$ cat src/rtl/multicycle_ctrl.sv
// multicycle_ctrl: multi-cycle control FSM for the rv32i core.
// Walks one instruction through FETCH/DECODE/EXEC/MEM/WB, drives the
// datapath selects and write strobes, traps on unknown opcodes and
// counts retired instructions.
module multicycle_ctrl (
   input  logic        clk,
   input  logic        rst,
   input  logic [6:0]  opcode,
   input  logic        branch_taken,
   input  logic        mem_ready,
   output logic        mem_req,
   output logic        mem_we,
   output logic        addr_sel,
   output logic        ir_we,
   output logic [2:0]  imm_sel,
   output logic [1:0]  alu_a_sel,
   output logic        alu_b_sel,
   output logic        alu_op,
   output logic        pc_we,
   output logic [1:0]  pc_src,
   output logic        reg_we,
   output logic [1:0]  wb_sel,
   output logic        illegal,
   output logic [31:0] instret
);

   typedef enum logic [2:0] {
      S_FETCH, S_DECODE, S_EXEC, S_MEM, S_WB, S_TRAP
   } state_t;

   typedef enum logic [3:0] {
      C_NONE, C_LOAD, C_STORE, C_BRANCH, C_OPIMM, C_OP,
      C_LUI, C_AUIPC, C_JAL, C_JALR
   } cls_t;

   state_t state;
   state_t state_next;
   cls_t   cls_q;
   cls_t   cls;
   logic   taken_q;

   function automatic cls_t classify(input logic [6:0] op);
      cls_t c;
      case (op)
         7'b0000011: c = C_LOAD;
         7'b0100011: c = C_STORE;
         7'b1100011: c = C_BRANCH;
         7'b0010011: c = C_OPIMM;
         7'b0110011: c = C_OP;
         7'b0110111: c = C_LUI;
         7'b0010111: c = C_AUIPC;
         7'b1101111: c = C_JAL;
         7'b1100111: c = C_JALR;
         default:    c = C_NONE;
      endcase
      return c;
   endfunction

   // The IR is already valid in DECODE, so decode it directly there;
   // later states use the class captured at the end of DECODE.
   assign cls = (state == S_DECODE) ? classify(opcode) : cls_q;

   // State register.
   always_ff @(posedge clk or negedge rst) begin
      if (!rst) state <= S_FETCH;
      else      state <= state_next;
   end

   // Instruction class, branch outcome and retired-instruction counter.
   always_ff @(posedge clk or negedge rst) begin
      if (!rst) begin
         cls_q   <= C_NONE;
         taken_q <= 1'b0;
         instret <= 32'd0;
      end else begin
         if (state == S_DECODE) cls_q   <= classify(opcode);
         if (state == S_EXEC)   taken_q <= branch_taken;
         if (state == S_WB)     instret <= instret + 32'd1;
      end
   end

   // Next-state sequencing; mem_ready only matters where mem_req is high.
   always_comb begin
      state_next = state;
      case (state)
         S_FETCH:  if (mem_ready) state_next = S_DECODE;
         S_DECODE: state_next = (cls == C_NONE) ? S_TRAP : S_EXEC;
         S_EXEC:   state_next = (cls == C_LOAD || cls == C_STORE) ? S_MEM : S_WB;
         S_MEM:    if (mem_ready) state_next = S_WB;
         S_WB:     state_next = S_FETCH;
         S_TRAP:   state_next = S_TRAP;
         default:  state_next = S_FETCH;
      endcase
   end

   // Datapath controls; everything is forced low while reset is asserted
   // so a mid-instruction reset kills requests and strobes at once.
   always_comb begin
      mem_req   = 1'b0;
      mem_we    = 1'b0;
      addr_sel  = 1'b0;
      ir_we     = 1'b0;
      imm_sel   = 3'd0;
      alu_a_sel = 2'd0;
      alu_b_sel = 1'b0;
      alu_op    = 1'b0;
      pc_we     = 1'b0;
      pc_src    = 2'd0;
      reg_we    = 1'b0;
      wb_sel    = 2'd0;
      illegal   = 1'b0;
      if (rst) begin
         if (state == S_DECODE || state == S_EXEC || state == S_MEM || state == S_WB) begin
            case (cls)
               C_STORE:          imm_sel = 3'd1;
               C_BRANCH:         imm_sel = 3'd2;
               C_LUI, C_AUIPC:   imm_sel = 3'd3;
               C_JAL:            imm_sel = 3'd4;
               default:          imm_sel = 3'd0;
            endcase
         end
         case (state)
            S_FETCH: begin
               mem_req = 1'b1;
               ir_we   = mem_ready;
            end
            S_EXEC: begin
               case (cls)
                  C_LOAD, C_STORE, C_JALR: alu_b_sel = 1'b1;
                  C_OPIMM: begin
                     alu_b_sel = 1'b1;
                     alu_op    = 1'b1;
                  end
                  C_OP: alu_op = 1'b1;
                  C_BRANCH, C_JAL, C_AUIPC: begin
                     alu_a_sel = 2'd1;
                     alu_b_sel = 1'b1;
                  end
                  C_LUI: begin
                     alu_a_sel = 2'd2;
                     alu_b_sel = 1'b1;
                  end
                  default: ;
               endcase
            end
            S_MEM: begin
               mem_req  = 1'b1;
               addr_sel = 1'b1;
               mem_we   = (cls == C_STORE);
            end
            S_WB: begin
               pc_we  = 1'b1;
               reg_we = (cls != C_STORE) && (cls != C_BRANCH);
               if (cls == C_JAL || (cls == C_BRANCH && taken_q)) pc_src = 2'd1;
               else if (cls == C_JALR)                           pc_src = 2'd2;
               if (cls == C_LOAD)                     wb_sel = 2'd1;
               else if (cls == C_JAL || cls == C_JALR) wb_sel = 2'd2;
            end
            S_TRAP: illegal = 1'b1;
            default: ;
         endcase
      end
   end

endmodule

$ cat config.mk
export PLATFORM = sky130hd
export DESIGN_NAME = multicycle_ctrl
export DESIGN_NICKNAME = d
export VERILOG_FILES = /design/src/rtl/multicycle_ctrl.sv
export SDC_FILE = /design/constraint.sdc
export NUM_CORES = 1
export LEC_CHECK = 0
export ABC_CLOCK_PERIOD_IN_PS = 1950
export CORE_MARGIN = 2
export CORE_UTILIZATION = 25
export DETAILED_ROUTE_END_ITERATION = 8
export SLEW_MARGIN = 5
export SYNTH_ARGS = -nofsm -noshare
export SYNTH_HDL_FRONTEND = slang
export SYNTH_SLANG_ARGS = --single-unit
export TNS_END_PERCENT = 100
$ cat constraint.sdc
create_clock -name clk -period 1.95 [get_ports clk]
set_clock_uncertainty 0.15 [all_clocks]
set_input_delay 0.2925 -clock clk [delete_from_list [all_inputs] [get_ports clk]]
set_output_delay 0.2925 -clock clk [all_outputs]
set_load 0.01 [all_outputs]
## Yosys cells after proc, flatten, opt, wreduce, memory -nomap -nowiden

Index checks and enable logic that the tools add are counted.

| word-level totals | value |
|---|---|
| bits of input ports | 11 |
| flip-flop bits (word level) | 40 |

| cells by class | value |
|---|---|
| mux-type cells | 41 |
| add/subtract/negate cells | 1 |
| reduce and logical (&&, ||, !) cells | 16 |
| equal/unequal tests | 27 |

Operators by type and width:

| kind | number |
|---|---|
| $pmux W4 S9 | 1 |
| $add A32 B1 Y32 const B | 1 |
| $eq A7 B6 Y1 const B | 3 |
| $eq A7 B7 Y1 const B | 3 |
| $mux W1 | 20 |
| $mux W2 | 10 |
| $mux W3 | 6 |
| $eq A4 B3 Y1 const B | 4 |
| $pmux W3 S5 | 1 |
| $eq A7 B5 Y1 const B | 2 |
| $pmux W3 S4 | 1 |
| $eq A4 B2 Y1 const B | 2 |
| $eq A4 B4 Y1 const B | 2 |
| $ne A4 B2 Y1 const B | 2 |
| $reduce_or A8 Y1 | 1 |
| $eq A7 B2 Y1 const B | 1 |
| $eq A3 B2 Y1 const B | 2 |
| $eq A3 B3 Y1 const B | 2 |
| $logic_or A1 B1 Y1 | 6 |
| $reduce_or A2 Y1 | 3 |
| $eq A4 B1 Y1 const B | 1 |
| $logic_not A4 Y1 | 1 |
| $mux W4 | 1 |
| $ne A2 B2 Y1 const B | 2 |
| 6 further kinds | 7 |

## Depth between registers and ports, before layout

| logic depth | value |
|---|---|
| depth in word-level cells | 9 |
| mapped depth | 7 |

## Worst setup path after synthesis

OpenSTA, ideal clock, no wires.

| path | value |
|---|---|
| path type | flip-flop to output port |
| from | register state[2] |
| to | output alu_b_sel |
| setup slack | -0.243 ns |
| stages on the path, launching flop included | 6 |
| arrival time | 1.751 ns |
| data required time | 1.507 ns |
| buffers on the path | 1 |
| cells stage by stage | dfrtp_1 buf_4 or3b_4 a32o_1 or2_0 a311oi_1 |

| on the way | value |
|---|---|
| longest elaborated chain between the ends | 7 |
| elaborated cells on any way between the ends | 15 |

Ends and longest elaborated chain:

| item | RTL line | text |
|---|---|---|
| start: declaration | 36 | `state_t state;` |
| start signal: assignment | 66 | `else state <= state_next;` |
| $eq A3 B1 Y1 | 61 | `assign cls = (state == S_DECODE) ? classify(opcode) : cls_q;` |
| $mux W4 | -- |  |
| $eq A4 B1 Y1 (tied with other cells) | 128 | `case (cls)` |
| $reduce_or A8 Y1 (no line) | -- |  |
| $mux W1 | 128 |  |
| $mux W1 (*) | 122 | `case (state)` |
| $mux W1 (*) | 112 | `if (rst) begin` |
| end: declaration | 17 | `output logic alu_b_sel,` |

Every way passes the cells marked *; elsewhere a longest branch is shown, timed or not.

## Worst setup path in the final report

| path | value |
|---|---|
| from | register state[1] |
| to | output alu_b_sel |

The elaborated chain is that of the path after synthesis.

==> reports/results.tsv <==
metric	value	unit
grt_pass1_wl	10700	µm
ios	61	
initial_core_util	25.71	%
p_leak	1.871	nW
hold_violations	0	
status	finished with violations	
p_sw_share	34.08	%
fillers	829	
timing.rr.start	state[0]	
synth_top_area_share	44.87	%
place_congestion	0.8082	
avgSynthCellArea	10.23	µm²
worst_ep_arrival_time	2.10	ns
min_period	2.546	ns
antenna_found_initial	0	
setup_viol	42	
hpwlAfterDp	4581	µm
cts_tree	built	
overflow	0	
routed_wl	6834	µm
regArea	1001	µm²
criticalPathCategory	reg2out	
antenna_cells	0	
vdd_drop_max	0.4058	mV
wl_per_cell	14.51	µm
max_freq	392.8	MHz
vias_per_cell	4.637	
post_synth_num_cell_types	50	
violations	negative setup slack	
htreeDepth	2	
layout_common_cells	52 x buf_4, 40 x dfrtp_1, 37 x clkdlybuf4s50_1, 35 x buf_6, 22 x xnor2_1	
p_per_area	903.3	nW/µm²
internal_power	2.417	mW
grt_pass1_vias	2191	
place_area	3368	µm²
via_count	2184	
grt_max_degree	36	
nets	374	
grt_usage	13.62	%
rows	34	
io_buffers	60	
finalWorstSetupSlack	-0.5955	ns
p_seq_share	28.8	%
clkTransAtPathRegs	0.08	ns
synth_area_leaders	dfrtp_1 45%, xnor2_1 9.0%, xor2_1 3.9%	
postRouteAntennaNets	0	
multi_input_comb_area	1510	µm²
critPathLaunchType	flip-flop	
synth_nets	230	
worstHoldPathType	in2async	
maxCapViolCount	0	
cp.required	1.51	ns
cts_buffer_depth	2	
rr_endpoint	instret[21]	
dieWidth	98.47	µm
ys.warnings.count	0	
drive_above_1_share	47.66	%
final_common_cell	buf_4	
period_share	130.5	%
insertion_delay	0.29	ns
core	8678	µm²
utilization	46.77	%
p_clk_share	18.4	%
yosysTopAreaCell	dfrtp_1	
r2r_slack	-0.26	ns
switching_power	1.249	mW
drc	0	
power_frac_comb	52.8	%
ys_ff_latch	40	
cp_max_fo	5	
synthCells	218	
endpoint_kind	primary output	
rsz0062_at_grt	true	
r2r_cells	10	
worst_pin_slew	0.4539	ns
die_h	98.47	µm
first_iter_violations	47	
synth.cell_area	2231	µm²
die_area	9695	µm²
first_pass_iters	4	
ys_seq_area_share	44.87	%
slew_headroom	69.74	%
clock_sinks	40	
final_area	4059	µm²
area_delta_synth_final	81.94	%
root_buffer	clkbuf_8	
cts_buffers	5	
drv_slew	0	
[timing repair]
action / 4_1_cts / 5_1_grt
endpoints found under the hold margin: 5 / 0
hold buffers: 1 / 0
pin swaps: 30 / 39
gates cloned: 0 / 0
resized for setup: 129 / 50
endpoints found under the setup margin: 38 / 44
buffers inserted: 22 / 11
[worst max-delay path by stage]
| stage | from | to | slack (ns) | depth (start not counted) |
|---|---|---|---|---|
| floorplan | state[2] | alu_b_sel | -0.16 | 5 |
| global placement | opcode[4] | alu_b_sel | -1.0 | 7 |
| detailed placement | opcode[4] | alu_b_sel | -1.03 | 7 |
| CTS | state[2] | alu_b_sel | -0.61 | 6 |
| global route | state[1] | alu_b_sel | -0.66 | 6 |
| finish | state[1] | alu_b_sel | -0.60 | 5 |
[sequential cells by signal (all words and copies together) (netlist names)]
name,flops
taken_q,1
instret,32
state,3
cls_q,4
[cell type report]
class,count,area share [%]
Multi-Input combinational cell,163,37.21
Timing Repair Buffer,142,31.17
Sequential cell,40,24.66
Tap cell,108,3.329
Clock buffer,6,1.788
Inverter,10,0.9864
Clock inverter,2,0.8631
[kinds of logic after synthesis]
family | share of synthesized area [%]
multiplexers | 1.009
buffers and inverters | 3.589
AO/OA/AOI/OAI | 8.245
XOR/XNOR | 12.96
flip-flops | 44.87
AND/OR/NAND/NOR | 28.77
adder cells (fa/ha/maj) | 0.5608
[cells in the mapped netlist (all sizes together)]
library cell / number
dfrtp: 40
xnor2: 23
nor2: 18
nand2: 17
nand4: 14
inv: 10
xor2: 10
o21ai: 8
and3: 7
nand3: 7
nor3: 6
a21oi: 5
buf: 5
and2: 4
nand2b: 4
or2: 4
a211oi: 3
and4: 3
nor2b: 3
nor3b: 3
nor4: 3
a22oi: 2
a32o: 2
and3b: 2
mux2: 2
nor4b: 2
o211ai: 2
a311oi: 1
and4b: 1
ha: 1
nand3b: 1
nand4bb: 1
o21a: 1
o31ai: 1
o32ai: 1
or3b: 1
[per-layer routing]
| metal | vias to the layer above | part of all wire, % | wire (µm) | track usage, % |
|---|---|---|---|---|
| met5 | - | 0 | 0 | 0 |
| met4 | 0 | 1.6 | 108 | 4.426 |
| met3 | 9 | 4.3 | 296 | 2.979 |
| met2 | 44 | 50 | 3438 | 22.24 |
| met1 | 1069 | 44 | 2990 | 18.04 |
| li1 | 1062 | - | - | - |
[through the flow]
step                instances  setup slack [ns]  hold slack (ns)  power, mW  TNS (ns)
floorplan                 218           -0.1602          -0.1531      1.724   -0.6201
global placement          430           -0.9963          0.06578      2.372    -14.61
detailed placement        430            -1.032          0.06592      2.395    -15.06
CTS                       461           -0.6052          0.04963      3.447    -7.834
global route              471           -0.6632          0.09315      3.865    -13.76
finish                    471           -0.5955          0.04833      3.666    -9.786
[power groups by stage]
| stage | Clock [mW] | Combinational (mW) | Sequential (mW) |
|---|---|---|---|
| final | 0.676 | 1.93 | 1.06 |
| after detailed placement | 0 | 1.33 | 1.06 |
| after global placement | 0 | 1.31 | 1.06 |
| after global routing | 0.727 | 2.07 | 1.07 |
| after CTS | 0.696 | 1.70 | 1.05 |
| after floorplan | 0 | 0.643 | 1.08 |
[critical path, stage by stage (launching register included)]
cell      delay, ns
dfrtp_1        0.44
or3b_4         0.44
a32o_2         0.28
or2_0          0.22
a311oi_2       0.25
buf_2          0.17
Note: power is estimated with default switching activity, not from simulation.
